**src/rtl/rr_grant_arbiter8_if.sv**
```systemverilog
// rr_grant_arbiter8_if
//   Bundles the request side and the grant side of the 8-way round-robin
//   arbiter into one port.
//
//   Signal contract: each requester holds its req bit high for as long as it
//   wants the resource. The arbiter answers with a registered grant, one clock
//   after it samples a request. A requester owns the resource in every cycle
//   where its grant bit is high. Dropping req releases the grant at the next
//   edge. There is no separate ready signal: the grant is the acceptance.
//
//   Ports (via modports):
//     en          arbitration enable (master -> arbiter)
//     req[7:0]    request vector      (master -> arbiter)
//     grant[7:0]  one-hot grant       (arbiter -> master)
//     grant_idx   binary grant index  (arbiter -> master)
//     grant_valid grant is non-zero   (arbiter -> master)
//     expired     hold-limit pulse    (arbiter -> master)
interface rr_grant_arbiter8_if;
  logic       en;
  logic [7:0] req;
  logic [7:0] grant;
  logic [2:0] grant_idx;
  logic       grant_valid;
  logic       expired;

  modport master (
    output en, req,
    input  grant, grant_idx, grant_valid, expired
  );

  modport slave (
    input  en, req,
    output grant, grant_idx, grant_valid, expired
  );
endinterface

```
**src/rtl/rr_grant_arbiter8.sv**
```systemverilog
// rr_grant_arbiter8
//   Round-robin arbiter that shares one resource among 8 requesters. It issues
//   a registered one-hot grant together with its binary index. A hold limit
//   (MAX_HOLD cycles) forces re-arbitration so that no requester can starve
//   the others.
//
//   Ports:
//     clk           system clock, rising edge
//     rst_n         asynchronous active-low reset
//     bus           rr_grant_arbiter8_if.slave (en, req, grant, grant_idx,
//                   grant_valid, expired)
//     dbg_state     current FSM state (0 = IDLE, 1 = GRANT)
//     dbg_hold_cnt  cycles the current grant has been held, minus one
//
//   Parameters:
//     MAX_HOLD  maximum consecutive cycles per grant, 1..256
//     CNT_W     hold counter width, 2**CNT_W >= MAX_HOLD
module rr_grant_arbiter8 #(
  parameter int MAX_HOLD = 16,
  parameter int CNT_W    = 8
) (
  input  logic                 clk,
  input  logic                 rst_n,
  rr_grant_arbiter8_if.slave   bus,
  output logic                 dbg_state,
  output logic [CNT_W-1:0]     dbg_hold_cnt
);

  typedef enum logic {
    IDLE  = 1'b0,
    GRANT = 1'b1
  } state_t;

  localparam logic [CNT_W-1:0] LAST_CNT = CNT_W'(MAX_HOLD - 1);

  state_t           state_q, state_d;
  logic [7:0]       grant_q, grant_d;
  logic [2:0]       idx_q, idx_d;
  logic [2:0]       last_q, last_d;
  logic [CNT_W-1:0] cnt_q, cnt_d;
  logic             expired_q, expired_d;

  // Returns {found, index} of the first set bit of r, scanning r[start],
  // r[start+1], ... modulo 8. The loop runs from the farthest offset down to
  // offset 0, so the nearest set bit is the last one written and wins.
  function automatic logic [3:0] pick(input logic [7:0] r, input logic [2:0] start);
    logic [2:0] k;
    logic [3:0] res;
    res = 4'b0;
    for (int i = 7; i >= 0; i--) begin
      k = start + 3'(i);
      if (r[k]) res = {1'b1, k};
    end
    return res;
  endfunction

  logic [3:0] win_idle;
  logic [3:0] win_next;
  logic       releasing;
  logic       at_limit;

  assign win_idle  = pick(bus.req, last_q + 3'd1);
  // The scan starts just past the current owner and ends on it, so the owner
  // wins again only if it is the sole requester.
  assign win_next  = pick(bus.req, idx_q + 3'd1);
  assign releasing = ~bus.req[idx_q];
  assign at_limit  = (cnt_q == LAST_CNT);

  always_ff @(posedge clk or negedge rst_n) begin
    if (!rst_n) begin
      state_q   <= IDLE;
      grant_q   <= 8'h00;
      idx_q     <= 3'd0;
      last_q    <= 3'd7;
      cnt_q     <= '0;
      expired_q <= 1'b0;
    end else begin
      state_q   <= state_d;
      grant_q   <= grant_d;
      idx_q     <= idx_d;
      last_q    <= last_d;
      cnt_q     <= cnt_d;
      expired_q <= expired_d;
    end
  end

  always_comb begin
    state_d   = state_q;
    grant_d   = grant_q;
    idx_d     = idx_q;
    last_d    = last_q;
    cnt_d     = cnt_q;
    expired_d = 1'b0;

    unique case (state_q)
      IDLE: begin
        if (bus.en && win_idle[3]) begin
          grant_d = 8'b1 << win_idle[2:0];
          idx_d   = win_idle[2:0];
          last_d  = win_idle[2:0];
          cnt_d   = '0;
          state_d = GRANT;
        end
      end

      GRANT: begin
        if (!releasing && !at_limit) begin
          cnt_d = cnt_q + CNT_W'(1);
        end else begin
          // Release wins over expiry when both happen in the same cycle.
          expired_d = ~releasing;
          cnt_d     = '0;
          if (bus.en && win_next[3]) begin
            // Hand over at this same edge, with no idle gap.
            grant_d = 8'b1 << win_next[2:0];
            idx_d   = win_next[2:0];
            last_d  = win_next[2:0];
          end else begin
            grant_d = 8'h00;
            state_d = IDLE;
          end
        end
      end

      default: begin
        state_d = IDLE;
        grant_d = 8'h00;
      end
    endcase
  end

  assign bus.grant       = grant_q;
  assign bus.grant_idx   = idx_q;
  assign bus.grant_valid = |grant_q;
  assign bus.expired     = expired_q;
  assign dbg_state       = (state_q == GRANT);
  assign dbg_hold_cnt    = cnt_q;

endmodule

```
**src/flat_wrapper.sv**
```systemverilog
// flat-port wrapper written by rule: the top's interface ports become plain ports
module rr_grant_arbiter8_flat 
#(
  parameter int MAX_HOLD = 16,
  parameter int CNT_W    = 8
)
  (clk, rst_n, dbg_state, dbg_hold_cnt, bus_en, bus_req, bus_grant, bus_grant_idx, bus_grant_valid, bus_expired);
  rr_grant_arbiter8_if bus_i ();
  input  logic clk;
  input  logic rst_n;
  output logic dbg_state;
  output logic [CNT_W-1:0] dbg_hold_cnt;
  input wire logic [$bits(bus_i.en)-1:0] bus_en;
  input wire logic [$bits(bus_i.req)-1:0] bus_req;
  output wire logic [$bits(bus_i.grant)-1:0] bus_grant;
  output wire logic [$bits(bus_i.grant_idx)-1:0] bus_grant_idx;
  output wire logic [$bits(bus_i.grant_valid)-1:0] bus_grant_valid;
  output wire logic [$bits(bus_i.expired)-1:0] bus_expired;
  assign bus_i.en = bus_en;
  assign bus_i.req = bus_req;
  assign bus_grant = bus_i.grant;
  assign bus_grant_idx = bus_i.grant_idx;
  assign bus_grant_valid = bus_i.grant_valid;
  assign bus_expired = bus_i.expired;
  rr_grant_arbiter8 #(.MAX_HOLD(MAX_HOLD), .CNT_W(CNT_W)) u_core (.clk(clk), .rst_n(rst_n), .bus(bus_i), .dbg_state(dbg_state), .dbg_hold_cnt(dbg_hold_cnt));
endmodule
```
**config.mk**
```make
export PLATFORM = sky130hd
export DESIGN_NAME = rr_grant_arbiter8_flat
export DESIGN_NICKNAME = d
export VERILOG_FILES = /design/src/rtl/rr_grant_arbiter8_if.sv /design/src/rtl/rr_grant_arbiter8.sv /design/src/flat_wrapper.sv
export SDC_FILE = /design/constraint.sdc
export NUM_CORES = 1
export LEC_CHECK = 0
export ABC_CLOCK_PERIOD_IN_PS = 4340
export BUFFER_PORTS_ARGS = -buffer_cell sky130_fd_sc_hd__clkbuf_2
export CELL_PAD_IN_SITES_DETAIL_PLACEMENT = 0
export CELL_PAD_IN_SITES_GLOBAL_PLACEMENT = 1
export CORE_MARGIN = 2
export CORE_UTILIZATION = 48
export CTS_BUF_LIST = sky130_fd_sc_hd__clkbuf_8
export DETAILED_ROUTE_END_ITERATION = 8
export MAX_ROUTING_LAYER = met4
export PLACE_DENSITY_LB_ADDON = 0.2
export SLEW_MARGIN = 20
export SYNTH_ARGS = -nofsm -noshare
export SYNTH_HDL_FRONTEND = slang
export SYNTH_SLANG_ARGS = --single-unit
```
**constraint.sdc**
```tcl
create_clock -name clk -period 4.34 [get_ports clk]
set_input_delay 0.868 -clock clk [delete_from_list [all_inputs] [get_ports clk]]
set_output_delay 0.868 -clock clk [all_outputs]
set_load 0.02 [all_outputs]
```
==> results.yml, run 1 <==
run_status:
  status: "completed"
yosys:
  yosysTopAreaCell: "dfrtp_1"
  ys_ff_latch: 24
  async_flop_share: 1.00
  ys.flop_type: "dfrtp_1"
  yosysSeqAreaShare: 0.191
  syn_area_um2: 3170
  postSynthNetCount: 352
  synth_common_cells: "o21ai_0 (27), nand2_1 (26), nor2_1 (25)"
  synth_edf_count: 0
  synth.distinct_cells: 75
  avgSynthCellArea_um2: 9.43
  synth_area_leaders: "dfrtp_1 (17%), mux4_2 (15%), mux2i_1 (4.4%)"
  synth_top_area_share: 0.166
  yosysMostFrequentCell: "o21ai_0"
  syn_inst: 336
  ys_warn_count: 0
final_layout:
  diodes: 0
  area_growth_syn_to_layout_pct: 8.17
  fill_cells: 569
  nets: 371
  seqCellArea_um2: 604
  drive_above_1_share: 0.263
  multiInputGateArea_um2: 2420
floorplanning:
  pin_count: 33
  core_area_um2: 6350
  die_h_um: 85.3
  rows: 29
  die_area_um2: 7270
  start_util: 0.499
  die_width_um: 85.3
global_route:
  grt_remaining_overflow: 0
  gr-usage-met2: 0.373
  grt_max_degree: 25
  grt_pass1_wl_um: 13500
  grt-busiest-layer: "met2"
  globalRouteMet3Util: 0.0224
  use_met1: 0.323
  grt_pass1_vias: 2669
  grt.total_usage: 0.233
  antenna_found_initial: 0
place:
  port_buffers: 32
  place_ws_ns: 0.670
  routabilityCongestion: 0.859
  hpwl_um: 6140
clocking:
  clockRootBuffer: "clkbuf_8"
  cts_buffers: 3
  postCtsResizedCells: 0
  cts_setup_buffers: 0
  clkLatencyLatePin_ns: 0.27
  ctsHoldBuffers: 0
  numClockSinks: 24
  htree_levels: 1
  clk_path_buf_depth: 2
  clkTransAtPathRegs_ns: 0.09
  cts_tree: "done"
critical_path:
  worst-path-max-fanout: 17
  crit_required_ns: 4.54
  rrSetupSlack_ns: 0.63
  arrival_ns: 3.91
  critPathCaptureType: "flip-flop"
  worstSetupStartpointType: "flip-flop"
  critPathKind: "flip-flop to flip-flop"
timing:
  fin_tns_setup_ns: 0
  rsz0062_at_grt: "false"
  worstMarginPinSlew_ns: 0.889
  max_freq_mhz: 269
  period_needed_ns: 3.71
  setup_viol: 0
  finClkSkew_ns: 0.00227
  hold_viol_final: 0
  relSlewSlack: 0.403
  slew_viol_final: 0
  fin_crit_sh: 0.855
  post-route-worst-setup-slack_ns: 0.628
drt:
  routedWlPerCell_um: 18.9
  drc: 0
  vias: 2929
  ant_nets: 0
  viasPerCell: 6.80
  first_iter_violations: 165
  first_pass_iters: 5
  wl_um: 8160
min_path:
  holdCritPathClass: "flip-flop to flip-flop"
job:
  cap_violations: 0
-- path summary, 6_finish.rpt --
check	start	endpoint	depth (start not counted)
max in group asynchronous	rst_n	u_core.dbg_hold_cnt[5]$_DFFE_PN0P_	1
min in group asynchronous	rst_n	u_core.bus.grant[2]$_DFFE_PN0P_	1
worst min register to register	u_core.dbg_hold_cnt[7]$_DFFE_PN0P_	u_core.dbg_hold_cnt[7]$_DFFE_PN0P_	1
worst min-delay path	u_core.dbg_hold_cnt[7]$_DFFE_PN0P_	u_core.dbg_hold_cnt[7]$_DFFE_PN0P_	1
worst max register to register	u_core.bus.grant_idx[0]$_DFFE_PN0P_	u_core.bus.grant[1]$_DFFE_PN0P_	9
worst max-delay path	u_core.bus.grant_idx[0]$_DFFE_PN0P_	u_core.bus.grant[1]$_DFFE_PN0P_	9
-- layout make-up --
| class | count | area share |
|---|---|---|
| tap | 77 | 0.0281 |
| multi-input combinational | 281 | 0.706 |
| timing repair buffer | 39 | 0.0620 |
| sequential | 24 | 0.176 |
| clock buffer | 3 | 0.0120 |
| clock inverter | 1 | 0.00876 |
| inverter | 6 | 0.00657 |
-- sequential cells by signal (all words and copies together), names as in the netlist --
name / cells
u_core.bus.expired: 1
u_core.last_q: 3
u_core.bus.grant_idx: 3
u_core.bus.grant: 8
u_core.dbg_state: 1
u_core.dbg_hold_cnt: 8
-- layer usage --
metal,wire length (um),vias up,part of all wire
met1,3640,1445,0.45
met3,442,11,0.054
met5,0,-,0
met2,3980,111,0.49
li1,-,1362,-
met4,101,0,0.012
-- per-stage QoR --
step | util | hold WS [ns] | cell area, um2 | instances
floorplan | - | 0.498 | 3170 | 336
global placement | 0.529 | 0.506 | 3360 | 427
detailed placement | 0.529 | 0.523 | 3360 | 427
CTS | 0.540 | 0.536 | 3430 | 431
global route | 0.540 | 0.560 | 3430 | 431
finish | 0.540 | 0.531 | 3430 | 431
-- cell usage in the layout, fill, tap and decap left out, types with 3 or more instances in the layout --
| master | count |
|---|---|
| and3_1 | 4 |
| o211ai_1 | 6 |
| buf_4 | 7 |
| dfstp_2 | 3 |
| clkbuf_8 | 3 |
| dfrtp_1 | 21 |
| a22oi_1 | 5 |
| nand2_1 | 26 |
| nand3_1 | 6 |
| o21a_1 | 4 |
| nor2_1 | 25 |
| a22o_1 | 6 |
| ha_1 | 5 |
| nor4_1 | 3 |
| a211oi_1 | 4 |
| mux2_2 | 12 |
| o211a_1 | 3 |
| mux4_2 | 21 |
| inv_1 | 4 |
| a31oi_1 | 3 |
| a32oi_1 | 4 |
| clkbuf_2 | 32 |
| a21oi_1 | 11 |
| nor3_1 | 6 |
| nand4_1 | 7 |
| mux2i_1 | 14 |
| xnor3_1 | 4 |
| or3_1 | 3 |
| o21ai_0 | 27 |
| xnor2_1 | 5 |
| nor3b_1 | 3 |
| o21ai_1 | 3 |
| nor2b_1 | 5 |
| nand2b_1 | 4 |
| and2_1 | 5 |
-- cell families (layout without fill, tap and decap cells) --
group,Yosys count,count (layout),share of synthesized area
AO/OA/AOI/OAI,105,105,0.240
XOR/XNOR,14,14,0.0679
adder cells (fa/ha/maj),5,5,0.0197
buffers and inverters,31,49,0.0454
flip-flops,24,24,0.191
multiplexers,52,52,0.266
AND/OR/NAND/NOR,105,105,0.170
-- critical path: stages (launching register included) --
cell and delay, ns:
dfrtp_1 0.35, clkinv_1 0.23, ha_1 0.78, buf_4 0.34, xnor3_1 0.36, mux2_2 0.33
a311o_1 0.36, nor4_2 0.30, or3b_1 0.43, o211ai_2 0.15
Power of run 1 is not shown: default switching activity piles up to over one toggle a cycle in this logic, so the estimate is an artifact.
==> inputs of run 2 (changes only) <==
--- a/config.mk
+++ b/config.mk
@@ -15,6 +15,7 @@
 export DETAILED_ROUTE_END_ITERATION = 8
 export MAX_ROUTING_LAYER = met4
 export PLACE_DENSITY_LB_ADDON = 0.2
+export RECOVER_POWER = 50
 export SLEW_MARGIN = 20
 export SYNTH_ARGS = -nofsm -noshare
 export SYNTH_HDL_FRONTEND = slang
==> run 2 against run 1 <==
  * Die area did not move
  * Maximum frequency barely moved
  * Register-to-register slack barely moved
  * Clock-buffer cell count did not move
  * First-iteration DRC count fell by 0.61%
  * Via count fell by 0.51%
  * Flip-flop and latch count did not move
  * Non-clock buffer count did not move
  * Core utilization fell by 0.24 points
  * Hold slack got worse by 0.0018 ns
==> results.yml, run 2 (synthesis results as in run 1) <==
run_status:
  status: "completed"
global_route:
  grt_remaining_overflow: 0
  grt_pass1_vias: 2669
  grt.total_usage: 0.233
  antenna_found_initial: 0
  grt_pass1_wl_um: 13500
  grt_max_degree: 25
final_layout:
  multiInputGateArea_um2: 2420
  final_common_cell: "o21ai_0"
  diodes: 0
  final_cell_mix: "o21ai_0 (27), nand2_1 (26), nor2_1 (25), mux4_2 (21), dfrtp_1 (21)"
  fill_cells: 573
  seqCellArea_um2: 604
  drive_above_1_share: 0.229
  nets: 371
  area_growth_syn_to_layout_pct: 7.70
clocking:
  postCtsResizedCells: 0
  ctsHoldBuffers: 0
  clkLatencyLatePin_ns: 0.27
  cts_tree: "done"
  clk_path_buf_depth: 2
  clockRootBuffer: "clkbuf_8"
  cts_setup_buffers: 0
  clkTransAtPathRegs_ns: 0.09
  numClockSinks: 24
  cts_buffers: 3
  htree_levels: 1
timing:
  rsz0062_at_grt: "false"
  fin_tns_setup_ns: 0
  fin_crit_sh: 0.855
  period_needed_ns: 3.71
  max_freq_mhz: 270
  setup_viol: 0
  worstMarginPinSlew_ns: 1.30
  finClkSkew_ns: 0.00184
  slew_viol_final: 0
  hold_slack_ns: 0.529
  relSlewSlack: 0.134
  hold_viol_final: 0
critical_path:
  startpoint: "u_core.bus.grant_idx[0]$_DFFE_PN0P_"
  critPathKind: "flip-flop to flip-flop"
  slowest_delay_ns: 0.78
  rrSetupSlack_ns: 0.63
  cp_cell_sequence: "clkinv_1, ha_1, buf_4, xnor3_1, mux2_2, a311o_1, nor4_2, or3b_1, o211ai_2"
  r2r-end: "u_core.bus.grant[1]$_DFFE_PN0P_"
  worst-path-max-fanout: 17
  worstSetupStartpointType: "flip-flop"
  reg2reg_depth: 9
  cp_slowest_cell: "ha_1"
  crit_required_ns: 4.54
  arrival_ns: 3.91
  rr_startpoint: "u_core.bus.grant_idx[0]$_DFFE_PN0P_"
  critPathCaptureType: "flip-flop"
  timing.critical_path.to: "u_core.bus.grant[1]$_DFFE_PN0P_"
drt:
  viasPerCell: 6.76
  first_iter_violations: 164
  wl_um: 8160
  routedWlPerCell_um: 18.9
  first_pass_iters: 5
  drc: 0
  vias: 2914
  ant_nets: 0
floorplanning:
  start_util: 0.499
  die_area_um2: 7270
  die_h_um: 85.3
  core_area_um2: 6350
  die_width_um: 85.3
  rows: 29
  pin_count: 33
min_path:
  holdCritPathClass: "flip-flop to flip-flop"
  hp-start: "u_core.dbg_hold_cnt[2]$_DFFE_PN0P_"
place:
  routabilityCongestion: 0.859
  port_buffers: 32
  hpwl_um: 6140
job:
  cap_violations: 0
-- run 2: routing by layer --
metal,vias up,track usage,part of all wire
met1,1455,0.323,0.45
met4,0,0.0534,0.012
met5,-,-,0
li1,1359,-,-
met2,91,0.373,0.49
met3,9,0.0224,0.052
-- run 2: worst min-delay path by stage --
stage               cells after the start                                  to
floorplan                               2        u_core.last_q[1]$_DFFE_PN1P_
global route                            1  u_core.dbg_hold_cnt[7]$_DFFE_PN0P_
finish                                  1  u_core.dbg_hold_cnt[2]$_DFFE_PN0P_
global placement                        1  u_core.dbg_hold_cnt[2]$_DFFE_PN0P_
CTS                                     1  u_core.dbg_hold_cnt[2]$_DFFE_PN0P_
detailed placement                      1  u_core.dbg_hold_cnt[2]$_DFFE_PN0P_
-- run 2: per-stage QoR --
stage | std cells | utilization | setup WS [ns] | instance area (um2)
final | 431 | 0.538 | 0.631 | 3410
after CTS | 431 | 0.540 | 0.636 | 3430
after global placement | 427 | 0.529 | 0.745 | 3360
after global routing | 431 | 0.538 | 0.459 | 3410
after detailed placement | 427 | 0.529 | 0.670 | 3360
after floorplan | 336 | - | 0.687 | 3170
-- run 2: cell type report --
class | instances | area share
Clock inverter | 1 | 0.00880
Clock buffer | 3 | 0.0121
Inverter | 6 | 0.00660
Multi-Input combinational cell | 281 | 0.709
Timing Repair Buffer | 39 | 0.0579
Tap cell | 77 | 0.0282
Sequential cell | 24 | 0.177
-- run 2: critical path, delay by kind of cell (launching register included) --
| family | cells | cell delay (ns) |
|---|---|---|
| multiplexers | 1 | 0.33 |
| AO/OA/AOI/OAI | 2 | 0.51 |
| buffers and inverters | 2 | 0.57 |
| flip-flops | 1 | 0.35 |
| adder cells (fa/ha/maj) | 1 | 0.78 |
| AND/OR/NAND/NOR | 2 | 0.72 |
| XOR/XNOR | 1 | 0.36 |
Power of run 2 is left out for the same reason.
